File: src/rtl/reservation_station_pkg.sv
// Shared definitions for the reservation station: label/opcode widths,
// the reserved "value ready" label, opcode constants and the entry-state enum.
package reservation_station_pkg;

  localparam int LABEL_W = 4;
  localparam int OP_W    = 6;

  // Label 0 means "operand value is present"; it is never allocated to an entry.
  localparam logic [LABEL_W-1:0] LABEL_NONE = '0;

  localparam logic [OP_W-1:0] opADD = 6'h00;
  localparam logic [OP_W-1:0] opSUB = 6'h01;
  localparam logic [OP_W-1:0] opAND = 6'h02;
  localparam logic [OP_W-1:0] opOR  = 6'h03;
  localparam logic [OP_W-1:0] opSLT = 6'h04;
  localparam logic [OP_W-1:0] opLW  = 6'h10;
  localparam logic [OP_W-1:0] opSW  = 6'h11;

  typedef enum logic [1:0] {
    FREE  = 2'd0,
    WAIT  = 2'd1,
    READY = 2'd2,
    EXEC  = 2'd3
  } entryState_t;

endpackage

File: src/rtl/reservation_station_rs_entry.sv
// One reservation-station entry: its lifecycle state, captured opcode and
// operands, and the CDB compare logic that resolves pending operands.
module rs_entry #(
  parameter int                 LABEL_W   = 4,
  parameter int                 DATA_W    = 32,
  parameter int                 OP_W      = 6,
  parameter logic [LABEL_W-1:0] OWN_LABEL = 1
) (
  input  logic                                 clk,
  input  logic                                 nRST,
  input  logic                                 load,
  input  logic [OP_W-1:0]                      issueOp,
  input  logic [DATA_W-1:0]                    issueData1,
  input  logic [DATA_W-1:0]                    issueData2,
  input  logic [LABEL_W-1:0]                   issueLabel1,
  input  logic [LABEL_W-1:0]                   issueLabel2,
  input  logic                                 bcEn,
  input  logic [LABEL_W-1:0]                   bcLabel,
  input  logic [DATA_W-1:0]                    bcData,
  input  logic                                 dispatch,
  output reservation_station_pkg::entryState_t state,
  output logic [OP_W-1:0]                      op,
  output logic [DATA_W-1:0]                    opA,
  output logic [DATA_W-1:0]                    opB
);
  import reservation_station_pkg::*;

  logic [LABEL_W-1:0] label1, label2;
  logic               hit1, hit2, fwd1, fwd2, ownHit;
  logic [LABEL_W-1:0] loadLabel1, loadLabel2;
  logic               resolved;

  // A zero label never matches, so label 0 on the bus cannot clear anything.
  assign hit1   = bcEn && (label1 != '0) && (label1 == bcLabel);
  assign hit2   = bcEn && (label2 != '0) && (label2 == bcLabel);
  assign fwd1   = bcEn && (issueLabel1 != '0) && (issueLabel1 == bcLabel);
  assign fwd2   = bcEn && (issueLabel2 != '0) && (issueLabel2 == bcLabel);
  assign ownHit = bcEn && (bcLabel == OWN_LABEL);

  assign loadLabel1 = fwd1 ? '0 : issueLabel1;
  assign loadLabel2 = fwd2 ? '0 : issueLabel2;
  assign resolved   = ((label1 == '0) || hit1) && ((label2 == '0) || hit2);

  always_ff @(posedge clk or negedge nRST) begin
    if (!nRST) begin
      state  <= FREE;
      op     <= '0;
      opA    <= '0;
      opB    <= '0;
      label1 <= '0;
      label2 <= '0;
    end else begin
      case (state)
        FREE: begin
          if (load) begin
            op     <= issueOp;
            opA    <= fwd1 ? bcData : issueData1;
            opB    <= fwd2 ? bcData : issueData2;
            label1 <= loadLabel1;
            label2 <= loadLabel2;
            state  <= ((loadLabel1 == '0) && (loadLabel2 == '0)) ? READY : WAIT;
          end
        end
        WAIT: begin
          if (hit1) begin
            opA    <= bcData;
            label1 <= '0;
          end
          if (hit2) begin
            opB    <= bcData;
            label2 <= '0;
          end
          if (resolved) state <= READY;
        end
        READY: begin
          if (dispatch) state <= EXEC;
        end
        EXEC: begin
          // Held until our own result appears on the CDB, so the label stays reserved.
          if (ownHit) state <= FREE;
        end
        default: state <= FREE;
      endcase
    end
  end

endmodule

File: src/rtl/reservation_station.sv
// Tomasulo reservation station: allocates the lowest FREE entry on issue and
// offers the lowest READY entry to the functional unit, locked while stalled.
module reservation_station #(
  parameter int ENTRIES    = 3,
  parameter int LABEL_BASE = 1,
  parameter int LABEL_W    = 4,
  parameter int DATA_W     = 32,
  parameter int OP_W       = 6
) (
  input  logic                 clk,
  input  logic                 nRST,
  input  logic                 issue_valid,
  input  logic [OP_W-1:0]      issue_op,
  input  logic [DATA_W-1:0]    issue_data1,
  input  logic [DATA_W-1:0]    issue_data2,
  input  logic [LABEL_W-1:0]   issue_label1,
  input  logic [LABEL_W-1:0]   issue_label2,
  output logic [LABEL_W-1:0]   free_label,
  output logic                 full,
  input  logic                 bc_en,
  input  logic [LABEL_W-1:0]   bc_label,
  input  logic [DATA_W-1:0]    bc_data,
  output logic                 fu_valid,
  input  logic                 fu_ready,
  output logic [OP_W-1:0]      fu_op,
  output logic [DATA_W-1:0]    fu_a,
  output logic [DATA_W-1:0]    fu_b,
  output logic [LABEL_W-1:0]   fu_label,
  output logic [2*ENTRIES-1:0] dbgState
);
  import reservation_station_pkg::*;

  localparam int IDX_W = (ENTRIES > 1) ? $clog2(ENTRIES) : 1;

  entryState_t         entState [ENTRIES];
  logic [OP_W-1:0]     entOp    [ENTRIES];
  logic [DATA_W-1:0]   entA     [ENTRIES];
  logic [DATA_W-1:0]   entB     [ENTRIES];
  logic [ENTRIES-1:0]  load, dispatch;

  logic                anyFree, anyReady;
  logic [IDX_W-1:0]    freeIdx, readyIdx, selIdx;
  logic                lockValid;
  logic [IDX_W-1:0]    lockIdx;

  // Priority encoders: scanning downward leaves the lowest matching index.
  always_comb begin
    anyFree  = 1'b0;
    anyReady = 1'b0;
    freeIdx  = '0;
    readyIdx = '0;
    for (int i = ENTRIES - 1; i >= 0; i--) begin
      if (entState[i] == FREE) begin
        anyFree = 1'b1;
        freeIdx = IDX_W'(i);
      end
      if (entState[i] == READY) begin
        anyReady = 1'b1;
        readyIdx = IDX_W'(i);
      end
    end
  end

  // A stalled offer stays on the same entry even if a lower-index one becomes READY.
  assign selIdx     = lockValid ? lockIdx : readyIdx;
  assign fu_valid   = anyReady;
  assign full       = !anyFree;
  assign free_label = anyFree ? (LABEL_W'(LABEL_BASE) + LABEL_W'(freeIdx)) : '0;

  always_comb begin
    fu_op    = '0;
    fu_a     = '0;
    fu_b     = '0;
    fu_label = '0;
    if (anyReady) begin
      fu_op    = entOp[selIdx];
      fu_a     = entA[selIdx];
      fu_b     = entB[selIdx];
      fu_label = LABEL_W'(LABEL_BASE) + LABEL_W'(selIdx);
    end
  end

  always_comb begin
    load     = '0;
    dispatch = '0;
    for (int i = 0; i < ENTRIES; i++) begin
      load[i]     = issue_valid && anyFree && (freeIdx == IDX_W'(i));
      dispatch[i] = fu_valid && fu_ready && (selIdx == IDX_W'(i));
    end
  end

  always_ff @(posedge clk or negedge nRST) begin
    if (!nRST) begin
      lockValid <= 1'b0;
      lockIdx   <= '0;
    end else begin
      lockValid <= fu_valid && !fu_ready;
      lockIdx   <= selIdx;
    end
  end

  for (genvar g = 0; g < ENTRIES; g++) begin : gEntry
    rs_entry #(
      .LABEL_W   (LABEL_W),
      .DATA_W    (DATA_W),
      .OP_W      (OP_W),
      .OWN_LABEL (LABEL_W'(LABEL_BASE + g))
    ) uEntry (
      .clk         (clk),
      .nRST        (nRST),
      .load        (load[g]),
      .issueOp     (issue_op),
      .issueData1  (issue_data1),
      .issueData2  (issue_data2),
      .issueLabel1 (issue_label1),
      .issueLabel2 (issue_label2),
      .bcEn        (bc_en),
      .bcLabel     (bc_label),
      .bcData      (bc_data),
      .dispatch    (dispatch[g]),
      .state       (entState[g]),
      .op          (entOp[g]),
      .opA         (entA[g]),
      .opB         (entB[g])
    );
    assign dbgState[2*g +: 2] = entState[g];
  end

endmodule

File: config.mk
export PLATFORM = sky130hd
export DESIGN_NAME = reservation_station
export DESIGN_NICKNAME = d
export VERILOG_FILES = /design/src/rtl/reservation_station_pkg.sv /design/src/rtl/reservation_station_rs_entry.sv /design/src/rtl/reservation_station.sv
export SDC_FILE = /design/constraint.sdc
export NUM_CORES = 1
export LEC_CHECK = 0
export BUFFER_PORTS_ARGS = -buffer_cell sky130_fd_sc_hd__buf_2
export CAP_MARGIN = 10
export CORE_MARGIN = 1.5
export CORE_UTILIZATION = 25
export CTS_CLUSTER_SIZE = 16
export DETAILED_ROUTE_END_ITERATION = 8
export HOLD_SLACK_MARGIN = 0.03
export PLACE_DENSITY = 0.37
export REMOVE_ABC_BUFFERS = 1
export SLEW_MARGIN = 20
export SYNTH_ARGS = -nofsm -noshare
export SYNTH_HDL_FRONTEND = slang
export SYNTH_HIERARCHICAL = 1
export SYNTH_SLANG_ARGS = --single-unit
File: constraint.sdc
create_clock -name clk -period 2.87 [get_ports clk]
set_input_delay 0.287 -clock clk [delete_from_list [all_inputs] [get_ports clk]]
set_output_delay 0.287 -clock clk [all_outputs]
set_load 0.005 [all_outputs]
==> impl_metrics.py <==
metrics = {
    "sta": {
        "rsz0062_at_grt": "yes",
        "setup_viol": 0,
        "min_period_ns": 2.83,
        "slew_violations": 0,
        "hold_viol_final": 0,
        "worst_pin_slew_ns": 0.721,
        "skew_ns": 0.0138,
        "fin_crit_sh": 0.986,
        "setup_tns_ns": 0,
        "clock.fmax_mhz": 353,
        "maxSlewHeadroom": 0.515,
    },
    "synth": {
        "synth-edff-count": 0,
        "synth_area_um2": 16000,
        "synth_ff_type": "dfrtp_1",
        "async_flop_share": 1.00,
        "synth_cells": 1232,
        "seq_area_frac_synth": 0.381,
        "synthDistinctLibCells": 62,
        "avgSynthCellArea_um2": 13.0,
        "yosysWarnings": 6,
        "synth-seq-cells": 243,
    },
    "worst_setup_path": {
        "worstPathCellList": "and2b_4 > o41ai_4 > buf_4 > clkbuf_16 > buf_16 > mux2i_4 > o2bb2ai_2 > buf_2",
        "r2r.worst_path.cells": 13,
        "worst-path-buf-inv": 4,
        "cp_max_fo": 6,
        "cp_slowest_stage_delay_ns": 0.41,
        "cp_top_family": "buffers and inverters",
        "critical_path_arrival_ns": 2.54,
        "endpoint_kind": "output port",
        "crit_required_ns": 2.58,
        "rrSetupSlack_ns": 0.18,
        "r2r-end": "gEntry[1].uEntry/opA[23]",
        "crit_start": "gEntry[0].uEntry/state[1]",
        "crit_type": "register to output port",
        "r2r_start": "gEntry[1].uEntry/state[1]",
        "crit_slowest_cell": "o41ai_4",
        "critPathLaunchType": "register",
    },
    "grt": {
        "overflow": 0,
        "antenna_found_initial": 5,
        "grt_max_degree": 75,
        "grtUsageTotal": 0.165,
        "first_global_vias": 11700,
        "grt_pass1_wl_um": 81100,
    },
    "die": {
        "die_w_um": 256,
        "ios": 205,
        "dieArea_um2": 65400,
        "start_util": 0.253,
        "die_y_um": 256,
        "rows": 92,
        "core_um2": 63100,
    },
    "detailed_routing": {
        "dr.pass1.iters": 4,
        "viasPerCell": 4.64,
        "initialDrtViolationCount": 509,
        "vias": 10891,
        "drt-total-wl_um": 54700,
        "ant_nets": 0,
        "drc": 0,
        "avgRoutedWirePerCell_um": 23.3,
    },
    "power": {
        "p_switching_uw": 11500,
        "powerDensity_nw_per_um2": 1420,
        "clock_power_share": 0.152,
        "seq_power_share": 0.225,
        "internal_power_uw": 17100,
        "p_sw_frac": 0.401,
        "vdd_drop_max_uv": 768,
        "combPwrFrac": 0.623,
        "p_leak_uw": 0.00899,
    },
    "clocking": {
        "cts_buffers": 35,
        "cts_buffer_depth": 3,
        "path_clk_slew_ns": 0.05,
        "worstSkewPairLatency_ns": 0.54,
        "clock_sinks": 243,
        "cts_tree": "yes",
        "htreeDepth": 2,
        "cts-root-buf": "clkbuf_16",
    },
    "hold_path": {
        "hold_end": "gEntry[1].uEntry/opA[27]",
        "hold_path_depth": 3,
        "worstHoldStart": "issue_data1[27]",
        "hold_class": "input pin to register",
    },
    "layout": {
        "final_cell_mix": "242 x dfrtp_1, 208 x mux2_4, 200 x buf_2, 137 x mux2_2, 111 x mux2i_1",
        "drive_above_1_share": 0.526,
        "fin_nets": 1618,
        "areaGrowthSynthToFinish_pct": 26.2,
        "mostFrequentLayoutCell": "dfrtp_1",
        "diodes": 0,
        "stdcell_count": 2349,
        "utilization": 0.319,
    },
    "status": {
        "outcome": "complete, no violations",
    },
    "place": {
        "place_congestion": 0.722,
        "dp.cells": 2247,
        "port_buffers": 202,
        "dp_hpwl_um": 32800,
    },
    "flow_run": {
        "drv_cap": 0,
    },
}
## power groups by stage
stage	Combinational, uW	Clock (uW)	Sequential, uW
after floorplan	10300	0	6100
after global placement	15600	0	6340
after detailed placement	15700	0	6370
after CTS	17900	4550	6370
after global routing	19100	4680	6680
final	17800	4350	6440
## repair_timing
item                                   4_1_cts  5_1_grt
gates resized for setup                     46       30
cloned                                      11        5
pin swaps                                    1        3
setup endpoints to repair                   70      177
endpoints found under the hold margin       90        0
hold buffers                                 8        0
buffers inserted                            14       11
## worst register-to-register path, stage by stage (launching register included)
cell,delay (ns)
dfrtp_1,0.39
buf_4,0.13
buf_4,0.12
nor2_1,0.20
buf_4,0.16
nor2_1,0.03
o21ai_0,0.09
buf_4,0.17
and3_1,0.18
nor2b_1,0.09
nor2_4,0.16
and2_4,0.31
buf_4,0.37
a21oi_1,0.14
## Yosys cell counts, types with 5 or more instances
master,number,area (um2)
dfrtp_1,243,6080
mux2_4,208,3120
mux2_2,137,1540
mux2i_1,125,1250
a21oi_1,67,335
nand2_1,47,176
inv_1,42,158
o2bb2ai_1,40,350
buf_6,39,439
o2bb2ai_2,30,450
buf_2,23,115
xnor2_1,22,193
ha_1,19,238
nor2_1,18,67.6
buf_4,15,113
xor2_1,15,131
nor3_1,10,50.1
o41ai_1,8,70.1
clkbuf_1,7,26.3
o21ai_0,7,35.0
a31oi_1,6,37.5
nand3_1,6,30.0
a31oi_4,5,106
and2_1,5,31.3
nand4_1,5,31.3
nor2b_1,5,31.3
nor3_2,5,50.1
nor3b_1,5,37.5
o32ai_1,5,43.8
## how the worst max path moves through the flow
stage / to / cells past startpoint / slack (ns)
6_report: fu_b[14] / 8 / 0.04
5_1_grt: fu_b[4] / 7 / -0.04
4_1_cts: fu_a[0] / 10 / -0.04
3_5_place_dp: gEntry[1].uEntry/opA[11] / 9 / 0.11
3_3_place_gp: gEntry[1].uEntry/opA[17] / 9 / 0.14
2_1_floorplan: gEntry[1].uEntry/state[0] / 7 / -2.36
## layout make-up
type | count | area, um2
Fill cell | 6448 | 42900
Multi-Input combinational cell | 859 | 9290
Sequential cell | 243 | 6080
Timing Repair Buffer | 299 | 2410
Tap cell | 846 | 1060
Clock buffer | 48 | 1020
Inverter | 42 | 158
Clock inverter | 12 | 123
## kinds of logic after synthesis
family / after synthesis / share of synthesized area
XOR/XNOR: 40 / 0.0234
multiplexers: 470 / 0.371
AND/OR/NAND/NOR: 134 / 0.0449
adder cells (fa/ha/maj): 19 / 0.0149
buffers and inverters: 131 / 0.0587
other: 1 / 0.000235
AO/OA/AOI/OAI: 194 / 0.106
flip-flops: 243 / 0.381
## per-layer routing
layer	wire (um)	track usage	part of all wire
met1	25000	0.217	0.46
met2	26800	0.282	0.49
met3	1920	0.0266	0.035
met4	885	0.0394	0.016
met5	60	0	0.0011
## flip-flops by register name (all words and copies together), names as in the netlist
name and count:
lockIdx 2, gEntry.uEntry/op 18, gEntry.uEntry/opA 96, gEntry.uEntry/opB 96
gEntry.uEntry/state 6, lockValid 1, gEntry.uEntry/label2 12, gEntry.uEntry/label1 12
## per-stage QoR
stage / hold slack [ns] / worst slack, ns / total power [uW] / instance area, um2
global route: 0.0879 / -0.0353 / 30400 / 20100
floorplan: -0.00859 / -2.36 / 16400 / 15200
detailed placement: 0.341 / 0.109 / 22100 / 18000
CTS: 0.0650 / -0.0370 / 28800 / 19900
global placement: 0.342 / 0.138 / 21900 / 18000
finish: 0.0949 / 0.0392 / 28600 / 20100
Note: power is estimated with default switching activity, not from simulation.
